`config.mk`:
```
export PLATFORM = sky130hd
export DESIGN_NAME = vm80a_intc
export DESIGN_NICKNAME = d
export VERILOG_FILES = /design/src/rtl/vm80a_intc.sv
export SDC_FILE = /design/constraint.sdc
export NUM_CORES = 1
export LEC_CHECK = 0
export CELL_PAD_IN_SITES_DETAIL_PLACEMENT = 1
export CELL_PAD_IN_SITES_GLOBAL_PLACEMENT = 1
export CORE_MARGIN = 2
export CORE_UTILIZATION = 25
export DETAILED_ROUTE_END_ITERATION = 8
export GPL_TIMING_DRIVEN = 0
export PLACE_DENSITY_LB_ADDON = 0.05
export SYNTH_ARGS = -nofsm -noshare
export SYNTH_HDL_FRONTEND = slang
export SYNTH_SLANG_ARGS = --single-unit
```
`constraint.sdc`:
```
create_clock -name pin_clk -period 4.15 [get_ports pin_clk]
set_input_delay 0.83 -clock pin_clk [delete_from_list [all_inputs] [get_ports pin_clk]]
set_output_delay 0.83 -clock pin_clk [all_outputs]
set_load 0.01 [all_outputs]
```
`src/rtl/vm80a_intc.sv`:
```
// Vectored interrupt controller with programmable tick timer for the vm80a_core bus.
// Channel 0 is the internal timer; higher channels are external, lower index wins.
module vm80a_intc #(
  parameter int unsigned CHANNELS  = 8,
  parameter int unsigned SYS_CLOCK = 50000000,
  parameter int unsigned TICK_HZ   = 1000,
  parameter logic [15:0] BASE      = 16'hFFF0
) (
  input  logic                pin_clk,
  input  logic                pin_reset,
  input  logic [15:0]         pin_a,
  input  logic [7:0]          pin_din,
  input  logic                pin_wr_n,
  input  logic                pin_sync,
  input  logic [CHANNELS-1:0] pin_irq,
  output logic                pin_int,
  output logic                pin_sel,
  output logic [7:0]          pin_dout
);

  localparam int unsigned PRESCALE = SYS_CLOCK / TICK_HZ;
  localparam int unsigned PW       = (PRESCALE > 1) ? $clog2(PRESCALE) : 1;
  localparam int unsigned CW       = CHANNELS;

  localparam logic [CW-1:0] CH0       = CW'(1);
  localparam logic [PW-1:0] PRESC_TOP = PW'(PRESCALE - 1);

  localparam logic [2:0] OFF_MASK  = 3'd0;
  localparam logic [2:0] OFF_PEND  = 3'd1;
  localparam logic [2:0] OFF_MODE  = 3'd2;
  localparam logic [2:0] OFF_ISR   = 3'd3;
  localparam logic [2:0] OFF_EOI   = 3'd4;
  localparam logic [2:0] OFF_RELLO = 3'd5;
  localparam logic [2:0] OFF_RELHI = 3'd6;

  logic [CW-1:0] mask_q, mode_q, pend_q, isr_q;
  logic [CW-1:0] irq_s1, irq_s2, irq_s3;
  logic [15:0]   reload_q, cnt_q;
  logic [PW-1:0] presc_q;
  logic          wr_q;
  logic          inta_q;
  logic [7:0]    vec_q;

  logic [16:0]   rel;
  logic          hit, wr_hit, ack, tick, timer_evt, found, eoi_wr;
  logic [2:0]    off, win;
  logic [CW-1:0] din_ch, pend_view, allow, elig, win_oh, eoi_oh;
  logic [CW-1:0] pend_set, pend_clr, pend_d, isr_d;
  logic [15:0]   cnt_d;
  logic [7:0]    rd_data;

  // Address decode and single-shot write strobe on the falling edge of pin_wr_n
  always_comb begin
    rel    = {1'b0, pin_a} - {1'b0, BASE};
    hit    = (pin_a >= BASE) && (rel <= 17'd6);
    off    = rel[2:0];
    wr_hit = hit && !pin_wr_n && !wr_q;
    eoi_wr = wr_hit && (off == OFF_EOI);
    din_ch = pin_din[CW-1:0];
    ack    = pin_sync && pin_din[0];
  end

  // Level-mode channels see the synchronised pin; edge channels and the timer are latched
  always_comb begin
    pend_view = (pend_q & (mode_q | CH0)) | (irq_s2 & ~mode_q & ~CH0);
  end

  // A channel is allowed only if it outranks every in-service channel
  always_comb begin
    logic blk;
    blk   = 1'b0;
    allow = '0;
    for (int i = 0; i < int'(CW); i++) begin
      blk      = blk | isr_q[i];
      allow[i] = ~blk;
    end
    elig = pend_view & mask_q & allow;
  end

  // Winner and lowest in-service bit
  always_comb begin
    found  = 1'b0;
    win    = '0;
    win_oh = '0;
    for (int i = 0; i < int'(CW); i++) begin
      if (elig[i] && !found) begin
        found     = 1'b1;
        win       = 3'(i);
        win_oh[i] = 1'b1;
      end
    end
  end

  always_comb begin
    logic seen;
    seen   = 1'b0;
    eoi_oh = '0;
    for (int i = 0; i < int'(CW); i++) begin
      if (isr_q[i] && !seen) begin
        seen      = 1'b1;
        eoi_oh[i] = 1'b1;
      end
    end
  end

  // Tick timer: RELOAD=0 parks the counter; a new RELOAD is picked up on the next wrap
  always_comb begin
    tick      = (presc_q == PRESC_TOP);
    cnt_d     = cnt_q;
    timer_evt = 1'b0;
    if (reload_q == 16'd0) begin
      cnt_d = 16'd0;
    end else if (tick) begin
      cnt_d     = (cnt_q == 16'd0) ? (reload_q - 16'd1) : (cnt_q - 16'd1);
      timer_evt = (cnt_d == 16'd0);
    end
  end

  // Pending/in-service update; a set beats a clear in the same cycle
  always_comb begin
    pend_set = (irq_s2 & ~irq_s3 & ~CH0) | (timer_evt ? CH0 : '0);
    pend_clr = '0;
    if (wr_hit && (off == OFF_PEND)) pend_clr = din_ch;
    if (ack && found)                pend_clr = pend_clr | win_oh;
    pend_clr = pend_clr & (mode_q | CH0);
    pend_d   = (pend_q & ~pend_clr) | pend_set;
    isr_d    = (isr_q & ~(eoi_wr ? eoi_oh : '0)) | ((ack && found) ? win_oh : '0);
  end

  always_comb begin
    rd_data = 8'h00;
    case (off)
      OFF_MASK:  rd_data = 8'(mask_q);
      OFF_PEND:  rd_data = 8'(pend_view);
      OFF_MODE:  rd_data = 8'(mode_q);
      OFF_ISR:   rd_data = 8'(isr_q);
      OFF_RELLO: rd_data = reload_q[7:0];
      OFF_RELHI: rd_data = reload_q[15:8];
      default:   rd_data = 8'h00;
    endcase
  end

  assign pin_sel  = inta_q | hit;
  assign pin_dout = inta_q ? vec_q : rd_data;

  always_ff @(posedge pin_clk or posedge pin_reset) begin
    if (pin_reset) begin
      mask_q   <= '0;
      mode_q   <= '0;
      pend_q   <= '0;
      isr_q    <= '0;
      irq_s1   <= '0;
      irq_s2   <= '0;
      irq_s3   <= '0;
      reload_q <= '0;
      cnt_q    <= '0;
      presc_q  <= '0;
      wr_q     <= 1'b0;
      inta_q   <= 1'b0;
      vec_q    <= '0;
      pin_int  <= 1'b0;
    end else begin
      irq_s1  <= pin_irq;
      irq_s2  <= irq_s1;
      irq_s3  <= irq_s2;
      wr_q    <= ~pin_wr_n;
      presc_q <= tick ? '0 : presc_q + PW'(1);
      cnt_q   <= cnt_d;
      pend_q  <= pend_d;
      isr_q   <= isr_d;
      pin_int <= |elig;
      if (wr_hit && (off == OFF_MASK))  mask_q <= din_ch;
      if (wr_hit && (off == OFF_MODE))  mode_q <= din_ch;
      if (wr_hit && (off == OFF_RELLO)) reload_q[7:0]  <= pin_din;
      if (wr_hit && (off == OFF_RELHI)) reload_q[15:8] <= pin_din;
      if (ack) begin
        inta_q <= 1'b1;
        vec_q  <= found ? (8'hC7 | {2'b00, win, 3'b000}) : 8'hFF;
      end else if (pin_sync && !pin_din[0]) begin
        inta_q <= 1'b0;
      end
    end
  end

endmodule
```
==> summary.md <==
| Metric | Value |
|---|---|
| Reg2Reg Launch Point | cnt_q[6] |
| Core area | 23300 µm² |
| Total congestion overflow | 0 |
| Hold path depth | 0 |
| CTS Buf Count | 9 |
| Netlist Area Pre-Place | 5880 µm² |
| Syn Inst Count | 630 |
| Dpl cell area | 6750 µm² |
| Crit-path max FO | 10 |
| Initial antenna violation count | 0 |
| Post-route DRC | 0 |
| WS Path Type | reg -> reg |
| Antenna cell count | 0 |
| Worst-Margin Slew | 1.43 ns |
| Initial core utilization | 25.3% |
| First-pass GRT wire length | 32.5 mm |
| Syn. warnings | 0 |
| DRT iter0 DRCs | 181 |
| Post-synthesis sequential area ratio | 46.0% |
| Ys flop type | dfrtp_1 |
| Clock Skew | 0.0165 ns |
| Pwr/cell area | 297 nW/µm² |
| Worst endpoint data arrival time | 4.29 ns |
| Chip Height | 157 µm |
| FF-to-FF path depth | 13 |
| Design Power | 0.00212 W |
| Top cell type's share of synthesized area | 46.0% |
| Port Buffers | 44 |
| Layout cells sized above 1 | 12.6% |
| Per-cell routed wire length | 19.6 µm |
| EDFF count, synth | 0 |
| CP most frequent cell | clkbuf_2 |
| VDD IR max | 0.000159 V |
| Largest net degree at the start of global routing | 60 |
| Status | finished clean |
| CP required | 4.39 ns |
| Startpoint Class | flop |
| DR pass1 iterations | 4 |
| Pre-CTS WS | -0.479 ns |
| Slowest-stage cell, CP | or4_1 |
| CP peak stage delay | 0.57 ns |
| CP startpoint | cnt_q[6] |
| Final worst-path cycle share | 97.5% |
| Asr flop ratio synth | 100% |
| Fin Hold WS | 0.349 ns |
| Htree depth | 3 |
| Post-Syn Area per Cell | 9.33 µm² |
| Via count | 5013 |
| Area Overhead vs Synth | 21.2% |
| TritonCTS clock tree | done |
| Hold Startpoint | irq_s1[3] |
| Clk sink count | 108 |
| Slew headroom | 3.63% |
| Syn nets | 671 |
| Detailed Place HPWL | 15.3 mm |
| Tmin final | 4.05 ns |
| CTS Buffer Depth | 2 |
| Fmax | 247 MHz |
| Critical path, cell by cell | nor4_4 > and4_1 > clkbuf_2 > clkbuf_2 > a21oi_1 > ha_1 > buf_2 > and3_1 > o211ai_1 > or4_1 > a311oi_2 > nand4_1 > o31ai_2 |
| LEAKAGE | 2.99 nW |
| Clock Root Buffer | clkbuf_16 |
| Distinct cells, synth | 69 |
| Max Cap Viol | 0 |
| Worst-Skew Late Latency | 0.36 ns |
| Vias in the first global route | 5539 |
| Worst min path class | reg -> reg |
| Vias per cell | 4.96 |
| RSZ-0062 raised after global routing | true |
| Post-route cell area | 7130 µm² |
| I/O pin count | 46 |
| Synth area leaders | dfrtp_1 (46%), mux2_2 (5.6%), o21ai_0 (4.9%), nand2_1 (4.3%), nor2_1 (3.4%) |
| DIE AREA | 24700 µm² |
| # nets final | 728 |
| Detailed-route wire length | 19.9 mm |
| Hold-fix buffers at CTS | 0 |
| Area leader, netlist | dfrtp_1 |
| Row count | 56 |
| Final Max Tran Viols | 0 |
| Critical Path Sink Type | flop |
| Hold Violations, Final | 0 |
| DRT antenna net count | 0 |
| Setup slack after layout | 0.102 ns |
| Placer Congestion | 0.833 |
| Clk slew on worst S/H paths | 0.08 ns |
| # setup viols final | 0 |
| #FFs+latches synth | 108 |
| Total Routing Usage GR | 17.1% |
| Die width | 157 µm |
| R2R Setup Slk | 0.10 ns |
-- worst max-delay path, delay by kind of cell, from the launching register on --
family | cells | cell delay [ns]
flops | 1 | 0.51
buf+inv | 3 | 0.66
compound gates | 4 | 1.29
fa+ha+maj | 1 | 0.19
simple gates | 5 | 1.28
-- cell families after synthesis --
logic type / after synthesis / share of synthesized area, %
AO/OA/AOI/OAI: 159 / 16.9
XOR/XNOR: 19 / 2.83
adder cells (fa/ha/maj): 5 / 1.06
buffers and inverters: 54 / 3.90
flip-flops: 108 / 46.0
multiplexers: 41 / 7.83
AND/OR/NAND/NOR: 244 / 21.5
-- cells in the final DEF (no fill, tap or decap), types with 12 or more instances in the layout --
master / synthesis / layout
clkdlybuf4s50_1: 0 / 44
o21ai_0: 58 / 57
dfrtp_1: 108 / 107
nor3_1: 20 / 19
inv_1: 25 / 24
nand2_1: 68 / 68
mux2_2: 29 / 29
clkbuf_1: 20 / 12
a21oi_1: 37 / 36
nand3_1: 14 / 14
nor4_1: 13 / 13
nor2_1: 54 / 54
nand4_1: 16 / 16
-- final timing paths --
check / end
worst max-delay path: pend_q[0]
worst min-delay path: irq_s2[3]
worst max register to register: pend_q[0]
worst min register to register: irq_s2[3]
max in group asynchronous: isr_q[6]
min in group asynchronous: presc_q[8]
-- synth_stat cells, drive strengths merged (14+ instances only) --
cell	n
dfrtp	108
nand2	68
o21ai	60
nor2	54
a21oi	37
mux2	30
inv	26
clkbuf	20
nor3	20
nand4	16
nor4	16
nand3	14
-- flip-flops by register name, indices dropped and copies added, names as in the netlist --
register / cells
irq_s2: 7
reload_q: 16
vec_q: 4
presc_q: 16
inta_q: 1
pend_q: 8
wr_q: 1
pin_int: 1
isr_q: 8
cnt_q: 16
mode_q: 8
irq_s1: 7
irq_s3: 7
mask_q: 8
-- power breakdown --
| part | internal, W | switching (W) |
|---|---|---|
| clock | 0.000426 | 0.000444 |
| combinational | 0.0000743 | 0.0000960 |
| sequential | 0.00107 | 0.00000950 |
-- layer usage --
metal	global-route usage, %	routed length, µm	vias to the layer above
met5	0	0	-
met4	3.94	235	0
met3	2.89	556	15
met2	30.9	10300	76
met1	21.2	8810	2520
li1	-	-	2402
-- stage by stage --
stage               util, %  TNS, ns  instances
floorplan                 -        0        630
global route           30.6  -0.0386       1011
detailed placement     29.0    -3.58        994
CTS                    30.5        0       1009
finish                 30.6        0       1011
global placement       28.9  -152.28        993
-- area by class of cell --
type                            instances  area [µm²]
Buffer                                 27         139
Clock buffer                           10         229
Tap cell                              319         399
Multi-Input combinational cell        468        3010
Sequential cell                       108        2700
Inverter                               26         103
Fill cell                            2689       16100
Clock inverter                          6        62.6
Timing Repair Buffer                   47         483
-- what timing repair did --
action / CTS / global route
pin swaps: 0 / 1
resized for setup: 15 / 8
endpoints found under the hold margin: 0 / 0
buffers inserted: 0 / 2
setup endpoints to repair: 11 / 4
(Power assumes the default switching activity.)
